<file path="src/rtl/datapath_pkg.sv">
// datapath_pkg: shared opcodes, flag bit positions and data width for the execution datapath.
package datapath_pkg;
    localparam int WIDTH = 16;
    localparam logic [4:0] OP_ADD = 5'b00101;
    localparam logic [4:0] OP_SUB = 5'b01001;
    localparam logic [4:0] OP_CMP = 5'b01011;
    localparam logic [4:0] OP_AND = 5'b00001;
    localparam logic [4:0] OP_OR  = 5'b00010;
    localparam logic [4:0] OP_XOR = 5'b00011;
    localparam logic [4:0] OP_MOV = 5'b01101;
    localparam int FLG_C = 4;
    localparam int FLG_L = 3;
    localparam int FLG_F = 2;
    localparam int FLG_Z = 1;
    localparam int FLG_N = 0;
endpackage

</file>
<file path="src/rtl/regfile_alu_datapath_alu_core.sv">
// alu_core: combinational ALU producing result, next {C,L,F,Z,N} flags and an illegal-opcode strobe.
module alu_core
    import datapath_pkg::*;
(
    input  logic [WIDTH-1:0] a,
    input  logic [WIDTH-1:0] b,
    input  logic [4:0]       opcode,
    output logic [WIDTH-1:0] result,
    output logic [4:0]       flags_nx,
    output logic             illegal
);
    logic [WIDTH:0]   sum;
    logic [WIDTH-1:0] diff;
    logic             add_v, sub_v, lt, c, l, f, n;

    assign sum   = {1'b0, a} + {1'b0, b};
    assign diff  = a - b;
    assign lt    = a < b;
    assign add_v = (a[WIDTH-1] == b[WIDTH-1]) && (sum[WIDTH-1] != a[WIDTH-1]);
    assign sub_v = (a[WIDTH-1] != b[WIDTH-1]) && (diff[WIDTH-1] != a[WIDTH-1]);

    always_comb begin
        result  = '0;
        illegal = 1'b0;
        c = 1'b0;
        l = 1'b0;
        f = 1'b0;
        case (opcode)
            OP_ADD:         begin result = sum[WIDTH-1:0]; c = sum[WIDTH]; f = add_v; end
            OP_SUB, OP_CMP: begin result = diff; c = lt; l = lt; f = sub_v; end
            OP_AND:         result = a & b;
            OP_OR:          result = a | b;
            OP_XOR:         result = a ^ b;
            OP_MOV:         result = b;
            default:        illegal = 1'b1;
        endcase
        // signed A<B is the sign of the difference corrected by overflow
        n = (opcode == OP_SUB || opcode == OP_CMP) ? (diff[WIDTH-1] ^ sub_v) : result[WIDTH-1];
        flags_nx        = '0;
        flags_nx[FLG_C] = c;
        flags_nx[FLG_L] = l;
        flags_nx[FLG_F] = f;
        flags_nx[FLG_Z] = (result == '0);
        flags_nx[FLG_N] = n;
    end
endmodule

</file>
<file path="src/rtl/regfile_alu_datapath.sv">
// regfile_alu_datapath: 16x16 register file with multi-write fan-out, ALU and flag register.
module regfile_alu_datapath #(
    parameter int WIDTH = datapath_pkg::WIDTH,
    parameter int NREGS = 16
) (
    input  logic             clk,
    input  logic             rst,
    input  logic [3:0]       rs,
    input  logic [3:0]       rd,
    input  logic [4:0]       opcode,
    input  logic [NREGS-1:0] re,
    input  logic             ri,
    input  logic             fe,
    input  logic [WIDTH-1:0] imm,
    output logic [WIDTH-1:0] result,
    output logic [4:0]       flags,
    output logic             illegal,
    input  logic [3:0]       dbg_sel,
    output logic [WIDTH-1:0] dbg_data
);
    import datapath_pkg::*;

    logic [WIDTH-1:0] regs_q [NREGS];
    logic [WIDTH-1:0] regs_d [NREGS];
    logic [4:0]       flags_q, flags_d, flags_nx;
    logic [WIDTH-1:0] a, b;
    logic             we;

    assign a        = regs_q[rd];
    assign b        = ri ? imm : regs_q[rs];
    assign dbg_data = regs_q[dbg_sel];
    assign flags    = flags_q;
    assign we       = !illegal && opcode != OP_CMP;

    alu_core u_alu (
        .a        (a),
        .b        (b),
        .opcode   (opcode),
        .result   (result),
        .flags_nx (flags_nx),
        .illegal  (illegal)
    );

    always_comb begin
        for (int i = 0; i < NREGS; i++) regs_d[i] = (we && re[i]) ? result : regs_q[i];
        flags_d = (fe && !illegal) ? flags_nx : flags_q;
    end

    always_ff @(posedge clk) begin
        if (!rst) begin
            for (int i = 0; i < NREGS; i++) regs_q[i] <= '0;
            flags_q <= '0;
        end else begin
            regs_q  <= regs_d;
            flags_q <= flags_d;
        end
    end
endmodule

</file>
<file path="config.mk">
export PLATFORM = sky130hd
export DESIGN_NAME = regfile_alu_datapath
export DESIGN_NICKNAME = d
export VERILOG_FILES = /design/src/rtl/datapath_pkg.sv /design/src/rtl/regfile_alu_datapath_alu_core.sv /design/src/rtl/regfile_alu_datapath.sv
export SDC_FILE = /design/constraint.sdc
export NUM_CORES = 1
export LEC_CHECK = 0
export ABC_AREA = 1
export BUFFER_PORTS_ARGS = -buffer_cell sky130_fd_sc_hd__buf_4
export CORE_MARGIN = 2
export CORE_UTILIZATION = 45
export CTS_CLUSTER_SIZE = 20
export DETAILED_ROUTE_END_ITERATION = 16
export HOLD_SLACK_MARGIN = 0.03
export PLACE_DENSITY_LB_ADDON = 0.15
export SETUP_SLACK_MARGIN = 0.5
export SYNTH_ARGS = -nofsm -noshare
export SYNTH_HDL_FRONTEND = slang
export SYNTH_SLANG_ARGS = --single-unit
</file>
<file path="constraint.sdc">
create_clock -name clk -period 5.17 [get_ports clk]
set_input_delay 0.2585 -clock clk [delete_from_list [all_inputs] [get_ports clk]]
set_output_delay 0.2585 -clock clk [all_outputs]
set_load 0.1 [all_outputs]
</file>
# Word-level counts from Yosys, hierarchy flattened
# Cells that the tools add are included.
dict set report totals {
  reg_bits 261
  input_bits 53
  out_inout_bits 38
}
dict set report classes {
  add_sub_neg 2
  order_cmp 4
  eq_ne 12
  muxes 16
  bitwise 7
  reduce_logical 24
}
# cell count
set op_table {}
lappend op_table {{binary-select mux 16 bit (select 4 bit)} 3}
lappend op_table {{two-way mux 16 bit} 7}
lappend op_table {{case mux 16 bit (6 select lines)} 1}
lappend op_table {{logical AND 1 bit} 20}
lappend op_table {{adder 16 x 16 -> 17 bit} 1}
lappend op_table {{bitwise AND 16 bit} 1}
lappend op_table {{logical NOT 16 bit} 1}
lappend op_table {{less-than comparator 16 bit} 1}
lappend op_table {{OR 16 bit} 1}
lappend op_table {{subtractor 16 bit} 1}
lappend op_table {{bitwise XOR 16 bit} 1}
lappend op_table {{equality test 5 x 4 -> 1 bit, second input constant} 3}
lappend op_table {{>= comparator 5 bit, second input constant} 3}
lappend op_table {{NOT 4 -> 5 bit} 3}
lappend op_table {{equality test 5 x 2 -> 1 bit, second input constant} 2}
lappend op_table {{OR reduction 7 bit} 1}
lappend op_table {{equality test 5 x 1 -> 1 bit, second input constant} 1}
lappend op_table {{equality test 5 x 3 -> 1 bit, second input constant} 1}
lappend op_table {{!= test 5 x 4 -> 1 bit, second input constant} 1}
lappend op_table {{case mux 1 bit (2 select lines)} 2}
lappend op_table {{two-way mux 1 bit} 3}
lappend op_table {{!= test 1 bit} 3}
lappend op_table {{OR reduction 2 bit} 1}
lappend op_table {{equality test 1 bit} 1}
lappend op_table {{other kinds (2)} 2}

# Longest topological paths before layout
# Gate-level depths: netlist of run 1.
dict set report logic_depth {
  depth_word 10
  ltp_mapped 31
}

# Hierarchy
# A second synthesis of run 1 with hierarchy kept.
dict set report unflattened {
  cells_unflattened 3972
  area_unflattened_um2 21967.3
}
# module instances cells_each area_per_inst_um2 seq_area_each_um2
set modules_own_cells {}
lappend modules_own_cells {regfile_alu_datapath 1 3408 18894.4 5225.0}
lappend modules_own_cells {alu_core 1 564 3072.9 0.0}

# Worst setup path before layout of run 1
# OpenSTA, ideal clock, no wires.
dict set report synth_path {
  kind {input to register}
  startpoint {input port rd[0]}
  endpoint {register regs_q[239] (netlist bit)}
  setup_ns 0.080
  t_arrival_ns 4.127
  t_required_ns 5.090
  path_slack_ns 0.963
  stages 27
  cell_sequence {buf_2 > clkbuf_1 > clkbuf_1 > a21oi_1 > o21ai_0 > nand2_1 > o221ai_1 > nand2_1 > inv_1 > ha_1 > clkbuf_2 > a21oi_1 > o21ai_2 > nand2_1 > nand2_1 > nand2_1 > nand2_1 > a21oi_1 > o21bai_1 > fa_1 > inv_1 > o21ai_0 > nor2_1 > nand3_4 > buf_4 > nor2_1 > a211oi_2}
}
dict set report synth_between {
  elab_chain_len 6
  elab_cells_between_ends 10
}
# item line_no
set synth_rtl {}
lappend synth_rtl {{start, declared} regfile_alu_datapath.sv:9} ;# input logic [3:0] rd,
lappend synth_rtl {{NOT 4 -> 5 bit (not written as such) *} regfile_alu_datapath.sv:29} ;# assign a = regs_q[rd];
lappend synth_rtl {{binary-select mux 16 bit (select 4 bit) *} regfile_alu_datapath.sv:29}
lappend synth_rtl {{two-way mux 16 bit (not written as such) * (2 in series)} regfile_alu_datapath.sv:29}
lappend synth_rtl {{subtractor 16 bit (tied with other cells)} regfile_alu_datapath_alu_core.sv:17} ;# assign diff = a - b;
lappend synth_rtl {{case mux 16 bit (6 select lines) *} regfile_alu_datapath_alu_core.sv:28} ;# case (opcode)
lappend synth_rtl {{net result[15]} regfile_alu_datapath.sv:15} ;# output logic [WIDTH-1:0] result,
lappend synth_rtl {{end signal, assigned} regfile_alu_datapath.sv:54} ;# regs_q <= regs_d;
lappend synth_rtl {{end, declared} regfile_alu_datapath.sv:23} ;# logic [WIDTH-1:0] regs_q [NREGS];
# Mark *: on every way through the listed nets, which the timed path passes. The rest lies on a longest branch. The select of a mux whose other input is x is not followed.
# A chain may end at the register's enable or synchronous reset.

# Final worst setup path of run 1
dict set report layout_path {
  startpoint {input port rd[0]}
  endpoint {output port result[15]}
}
dict set report layout_between {
  elab_chain_len 6
  elab_cells_between_ends 10
}
# item line_no
set layout_rtl {}
lappend layout_rtl {{NOT 4 -> 5 bit (not written as such) *} regfile_alu_datapath.sv:29}
lappend layout_rtl {{binary-select mux 16 bit (select 4 bit) *} regfile_alu_datapath.sv:29}
lappend layout_rtl {{two-way mux 16 bit (not written as such) * (2 in series)} regfile_alu_datapath.sv:29}
lappend layout_rtl {{subtractor 16 bit (tied with other cells)} regfile_alu_datapath_alu_core.sv:17}
lappend layout_rtl {{case mux 16 bit (6 select lines) *} regfile_alu_datapath_alu_core.sv:28}
lappend layout_rtl {{end, declared} regfile_alu_datapath.sv:15}
# Mark *: on every way between the ends. The rest lies on a longest branch, timed or not. The select of a mux whose other input is x is not followed.

==> flow_metrics.tcl, run 1 <==
set metrics [dict create \
    critPathTopFamily "buffers and inverters" \
    rrSetupSlack_ns 1.23 \
    yosysTopAreaCell "dfxtp_1" \
    synth_top_family_by_area "compound AO/OA/AOI/OAI gates" \
    synthFlopType "dfxtp_1" \
    setup_violations 0 \
    syn_area_sq_um 19700 \
    fmax_mhz 228 \
    cts_tree "built" \
    worstMarginPinSlew_ns 1.16 \
    synth.most_common_cell "nand2_1" \
    drive_above_1_share_pct 9.48 \
    finalSetupTns_ns 0 \
    p_leak_nw 10.3 \
    skew_ns 0.0227 \
    h-tree-depth 1 \
    setup.worst_path.end_class "primary output" \
    worstReg2RegEnd "regs_q[79]" \
    worst-setup-path-type "primary input to primary output" \
    port-buffer-count 90 \
    critPathLaunchType "primary input" \
    worst-path-stages 23 \
    utilization_pct 51.1 \
    crit_slowest_cell "fa_1" \
    dp.cells 3783 \
    cp_common_cell "nand2_1" \
    dpl_cell_area_sq_um 20600 \
    synth_top_area_share_pct 26.5 \
    final_cells 3844 \
    cts-root-buf "clkbuf_16" \
    cts.sinks 261 \
    synthAdderAreaFrac_pct 3.35 \
    core.rowCount 76 \
    synth_mux_area_share_pct 0 \
    cts_hold_buffers 0 \
    clkSlewWorstSetupHoldPaths_ns 0.06 \
    power_density_nw_per_um2 306 \
    status "finished clean" \
    syn-num-nets 3389 \
    synthToLayoutAreaGrowth_pct 11.8 \
    synth_compound_area_share_pct 30.9 \
    holdPathEnd "flags[1]" \
    via_per_inst 5.89 \
    antenna_found_initial 0 \
    numCtsBuffers 31 \
    ys_seq_area_share_pct 26.5 \
    synthXorXnorAreaFrac_pct 0.0888 \
    fin_crit_ns 4.39 \
    synth-simple-area-share_pct 23.5 \
    cap_viol_max_count 0 \
    syn_avg_cell_area_sq_um 6.00 \
    drt_iter0_markers 2724 \
    ir_drop_uv 323 \
    wl_mm 78.6 \
    p_total_mw 6.75 \
    yosysWarnings 0 \
    cpPeakStageDelay_ns 0.46 \
    synth_cell_type_count 41 \
    synth_common_cells "nand2_1 (581), inv_1 (500), o21ai_0 (489)" \
    r2r_cells 24 \
    ys_seq_elements 261 \
    cts_buffer_depth 3 \
    design_area_sq_um 22000 \
    grt_pass1_wl_mm 119 \
    final_nets 3339 \
    routabilityCongestion 1.00 \
    start_util_pct 45.7 \
    hold_start "fe" \
    grt_max_degree 146 \
    arrival_ns 4.13 \
    pin_count 91 \
    crit_fanout 48 \
    hold_depth 4 \
    worst-path-buf-inv 6 \
    drc 0 \
    timing.slew.headroom_pct 22.9 \
    crit_required_ns 4.91 \
    regToRegStartpoint "regs_q[151]" \
    syn_inst 3285 \
    async_reset_ff_share_pct 0 \
    period_share_pct 84.8 \
    dieArea_sq_um 45500 \
    slew_viol_final 0 \
    synth_edf_count 0 \
    rsz0062_at_grt "false" \
    finalHoldViolations 0 \
    cp_cell_sequence "clkbuf_8, buf_4, a21oi_1, o21ai_0, o21ai_0, o221ai_1, nand2_1, inv_1, ha_1, nand2_1, inv_1, nand2_1, nand2_1, a21oi_1, nand2_1, a21oi_1, o21bai_1, fa_1, inv_1, o21ai_0, nor2_1, nand3_4, buf_12" \
    hpwl_mm 51.0 \
    die_width_um 213 \
    grtUsageTotal_pct 33.9 \
    first_global_vias 20165 \
    ys_top_cells_by_area "dfxtp_1 (27%), o21ai_0 (12%), a21oi_1 (12%), nand2_1 (11%), inv_1 (9.5%)" \
    grt-ovfl-total 0 \
    die_h_um 213 \
    drt-wirelength-per-cell_um 20.4 \
    vias 22649 \
    ant_nets 0 \
    hp-class "primary input to register" \
    design.core.area_sq_um 43200 \
    clock_latency_ns 0.59 \
    dr.pass1.iters 6 \
]
worst register-to-register path: cells and delay by family (launching register included):
family                   cells  cell delay [ns]
AND/OR/NAND/NOR             12             1.22
AO/OA/AOI/OAI                6             1.02
adder cells (fa/ha/maj)      2             0.85
flip-flops                   1             0.32
buffers and inverters        4             0.42
layout by cell type (no fill, tap or decap), types with 6 or more instances in the layout:
cell and count:
nand3_1 284, o221ai_1 42, inv_2 11, o21a_1 6, bufinv_16 9, a211oi_1 21
nand4_1 8, o211ai_1 62, nand3_2 19, inv_1 496, nand2_1 573, o22ai_1 14
a21oi_1 479, o21ai_0 486, o21ai_1 6, dfxtp_1 258, nand2_2 17, nor2_1 159
buf_4 147, clkbuf_16 31, buf_12 11, ha_1 40, clkinv_2 6, or2_2 15
clkbuf_8 7
metrics by stage:
stage	hold slack, ns	setup slack [ns]
4_1_cts	0.0365	0.530
3_3_place_gp	0.474	0.665
6_report	0.0486	0.784
5_1_grt	0.0885	0.490
2_1_floorplan	0.457	0.963
3_5_place_dp	0.484	0.605
layout make-up:
class	count	area (sq um)
clock buffers	40	870
clock inverters	16	309
well taps	585	732
repair buffers	164	1430
diodes	1	2.50
inverters	511	1940
multi-input cells	2266	11500
flip-flops and latches	261	5230
fillers	4507	21100
kinds of logic (layout without fill, tap and decap cells):
logic type | Yosys count | in the layout
xor gates and xnor gates | 2 | 2
other | 0 | 1
and+or+nand+nor | 1084 | 1084
DFF | 261 | 261
buffers and inverters | 758 | 731
adders and majority gates | 51 | 51
AOI/OAI and AO/OA | 1129 | 1129
how the worst max path moves through the flow:
stage	startpoint	end	slack [ns]
final	rd[0]	result[15]	0.78
after global routing	regs_q[242]	result[15]	0.49
after CTS	regs_q[168]	result[15]	0.53
after detailed placement	rs[0]	result[15]	0.60
after global placement	rs[0]	result[15]	0.66
after floorplan	rd[0]	regs_q[239]	0.96
per-layer routing:
metal | vias to the layer above | track usage, % | wire (um)
li1 | 10739 | - | -
met1 | 10359 | 46.9 | 33000
met2 | 1311 | 51.4 | 33200
met3 | 240 | 6.18 | 8840
met4 | 0 | 14.8 | 3570
met5 | - | 0 | 0
flip-flops by register name, indices dropped and copies added, names as in the netlist:
register  count
regs_q      256
flags         5
timing repair:
| item | CTS | global route |
|---|---|---|
| endpoints found under the hold margin | 0 | 0 |
| setup buffers | 0 | 4 |
| setup endpoints to repair | 0 | 2 |
| gates resized for setup | 0 | 49 |
power by group:
| part | switching [mW] | internal [mW] |
|---|---|---|
| clock network | 0.935 | 1.62 |
| logic | 1.40 | 0.560 |
| registers | 0.100 | 2.13 |
| total | 2.43 | 4.32 |
Power figures use the tool's default switching activity.
==> run 2, diff against run 1 <==
- ABC_AREA: 1 -> 0
- clock period: 5.17 -> 4.3 ns (I/O delays scaled with it)
==> flow_metrics.tcl, run 2 <==
set metrics [dict create \
    synth.most_common_cell "nor2_1" \
    final_nets 2235 \
    synth_cell_type_count 88 \
    synth_edf_count 0 \
    die_width_um 203 \
    ant_nets 0 \
    crit_slowest_cell "mux4_2" \
    yosysWarnings 0 \
    yosysTopAreaCell "dfxtp_1" \
    cts.sinks 261 \
    hold_start "fe" \
    rrSetupSlack_ns -0.55 \
    async_reset_ff_share_pct 0 \
    hold_depth 4 \
    cts_buffer_depth 3 \
    rsz0062_at_grt "true" \
    start_util_pct 45.3 \
    worst-setup-path-type "register to primary output" \
    cp_cell_sequence "mux4_2, mux4_2, ha_4, or3_4, o211ai_1, a21oi_2, a21o_1, a21oi_2, nor2_1, o21ai_1, nand2b_1, fa_1, a221oi_2, o21ai_1, o21ba_4, buf_12, inv_12, buf_12" \
    fin_hold_ws_ns 0.104 \
    dr.pass1.iters 5 \
    fill_cells 3244 \
    hp-class "primary input to register" \
    layout_commonest_cell "buf_4" \
    power_density_nw_per_um2 330 \
    drt-wirelength-per-cell_um 25.5 \
    arrival_ns 4.96 \
    fmax_mhz 193 \
    synthAdderAreaFrac_pct 3.69 \
    syn_avg_cell_area_sq_um 10.2 \
    synth_compound_area_share_pct 18.0 \
    worst-path-buf-inv 3 \
    slew_viol_final 0 \
    skew_ns 0.0320 \
    die_h_um 203 \
    seq_area_sq_um 5270 \
    synthToLayoutAreaGrowth_pct 38.1 \
    status "finished with violations" \
    violations "setup timing" \
    multi_input_area_sq_um 12500 \
    synth_top_area_share_pct 29.2 \
    syn-num-nets 1853 \
    wl_mm 68.4 \
    grt_pass1_wl_mm 103 \
    synth_mux_area_share_pct 31.0 \
    fin_crit_ns 5.18 \
    critPathTopFamily "compound AO/OA/AOI/OAI gates" \
    worstMarginPinSlew_ns 1.17 \
    critPathLaunchType "register" \
    routabilityCongestion 0.910 \
    crit_required_ns 4.09 \
    drt_iter0_markers 1770 \
    cts-root-buf "clkbuf_16" \
    worst-path-stages 18 \
    setup_violations 114 \
    ir_drop_uv 314 \
    p_leak_nw 9.48 \
    synthXorXnorAreaFrac_pct 0.245 \
    largest_reg_flops 256 \
    clkSlewWorstSetupHoldPaths_ns 0.07 \
    syn_area_sq_um 17900 \
    cpPeakStageDelay_ns 0.59 \
    finalHoldViolations 0 \
    regToRegStartpoint "regs_q[19]" \
    worstReg2RegEnd "flags[1]" \
    ys_top_cells_by_area "dfxtp_1 (29%), mux4_2 (28%), a211oi_1 (11%), nor2_1 (6.6%), ha_1 (3.4%)" \
    p_total_mw 8.16 \
    drc 0 \
    hpwl_mm 45.4 \
    drive_above_1_share_pct 47.9 \
    timing.final.ws_setup_ns -0.878 \
    synth_common_cells "nor2_1 (316), dfxtp_1 (261), a211oi_1 (251)" \
    synth-simple-area-share_pct 11.8 \
    crit_fanout 3 \
    port-buffer-count 90 \
    clock_latency_ns 0.59 \
    via_per_inst 6.37 \
    synthFlopType "dfxtp_1" \
    cap_viol_max_count 0 \
    design.core.area_sq_um 39500 \
    antenna_found_initial 1 \
    cts_tree "built" \
    syn_inst 1749 \
    numCtsBuffers 31 \
    synth_top_family_by_area "multiplexers" \
    final_cell_mix "buf_4 (444), nor2_1 (313), dfxtp_1 (230)" \
    grt_max_degree 193 \
    core.rowCount 73 \
    dieArea_sq_um 41400 \
    top_register "regs_q" \
    grtUsageTotal_pct 32.7 \
    r2r_cells 21 \
    ys_seq_elements 261 \
    vias 17096 \
    ys_seq_area_share_pct 29.2 \
    setup.worst_path.end_class "primary output" \
    h-tree-depth 1 \
    timing.slew.headroom_pct 22.2 \
    pin_count 91 \
    first_global_vias 16575 \
    grt-ovfl-total 0 \
    holdPathEnd "flags[1]" \
    period_share_pct 120 \
]
run 2: tightest hold or removal path: cells and delay by family:
kind                   cells  cell delay, ns
AO/OA/AOI/OAI              2            0.26
buffers and inverters      2            0.19
run 2: final cells by class:
type	count	area share, %
antenna	1	0.0101
clock buffer	42	3.55
clock inverter	16	0.664
inverter	65	1.26
multi-input combinational	1227	50.6
sequential	261	21.3
tap	525	2.66
timing repair buffer	545	19.9
run 2: cells by family (layout without fill, tap and decap cells):
group / after synthesis / count (layout)
and+or+nand+nor: 474 / 474
AOI/OAI and AO/OA: 428 / 428
muxes: 269 / 269
DFF: 261 / 261
buffers and inverters: 261 / 668
adders and majority gates: 51 / 51
xor gates and xnor gates: 5 / 5
other: 0 / 1
run 2: worst max-delay path by stage:
stage                     startpoint          to
after CTS                  regs_q[3]  result[15]
final                     regs_q[19]  result[15]
after global placement         rs[3]  result[15]
after detailed placement       rs[3]  result[15]
after floorplan                rd[0]    flags[0]
after global routing      regs_q[84]  result[15]
run 2: metal layers:
metal / vias to the layer above / global-route usage, % / routed length, um
met5: - / 0 / 0
li1: 7476 / - / -
met4: 0 / 10.9 / 2600
met2: 887 / 51.4 / 30900
met3: 165 / 5.18 / 6820
met1: 8568 / 46.1 / 28100
run 2: where the power goes:
group          switching (mW)  internal [mW]
clock network            1.12           1.56
registers               0.126           2.56
logic                    1.52           1.27
run 2: metrics by stage:
stage	cell area [sq um]	setup TNS [ns]	instances	worst slack, ns	utilization (%)
finish	24700	-30.27	2682	-0.878	62.6
global route	24700	-45.51	2682	-1.02	62.6
floorplan	18300	-4.30	1749	-0.342	-
detailed placement	21700	-43.82	2553	-0.807	55.1
CTS	24100	-14.65	2661	-0.905	61.0
global placement	21700	-38.87	2553	-0.687	55.1
run 2: timing repair:
item                                    in CTS  in global routing
resized for setup                          215                100
hold buffers                                 1                  0
gates cloned                                 4                  2
endpoints found under the setup margin     197                198
pin swaps                                   63                 35
endpoints found under the hold margin        5                  0
buffers inserted                            45                 17
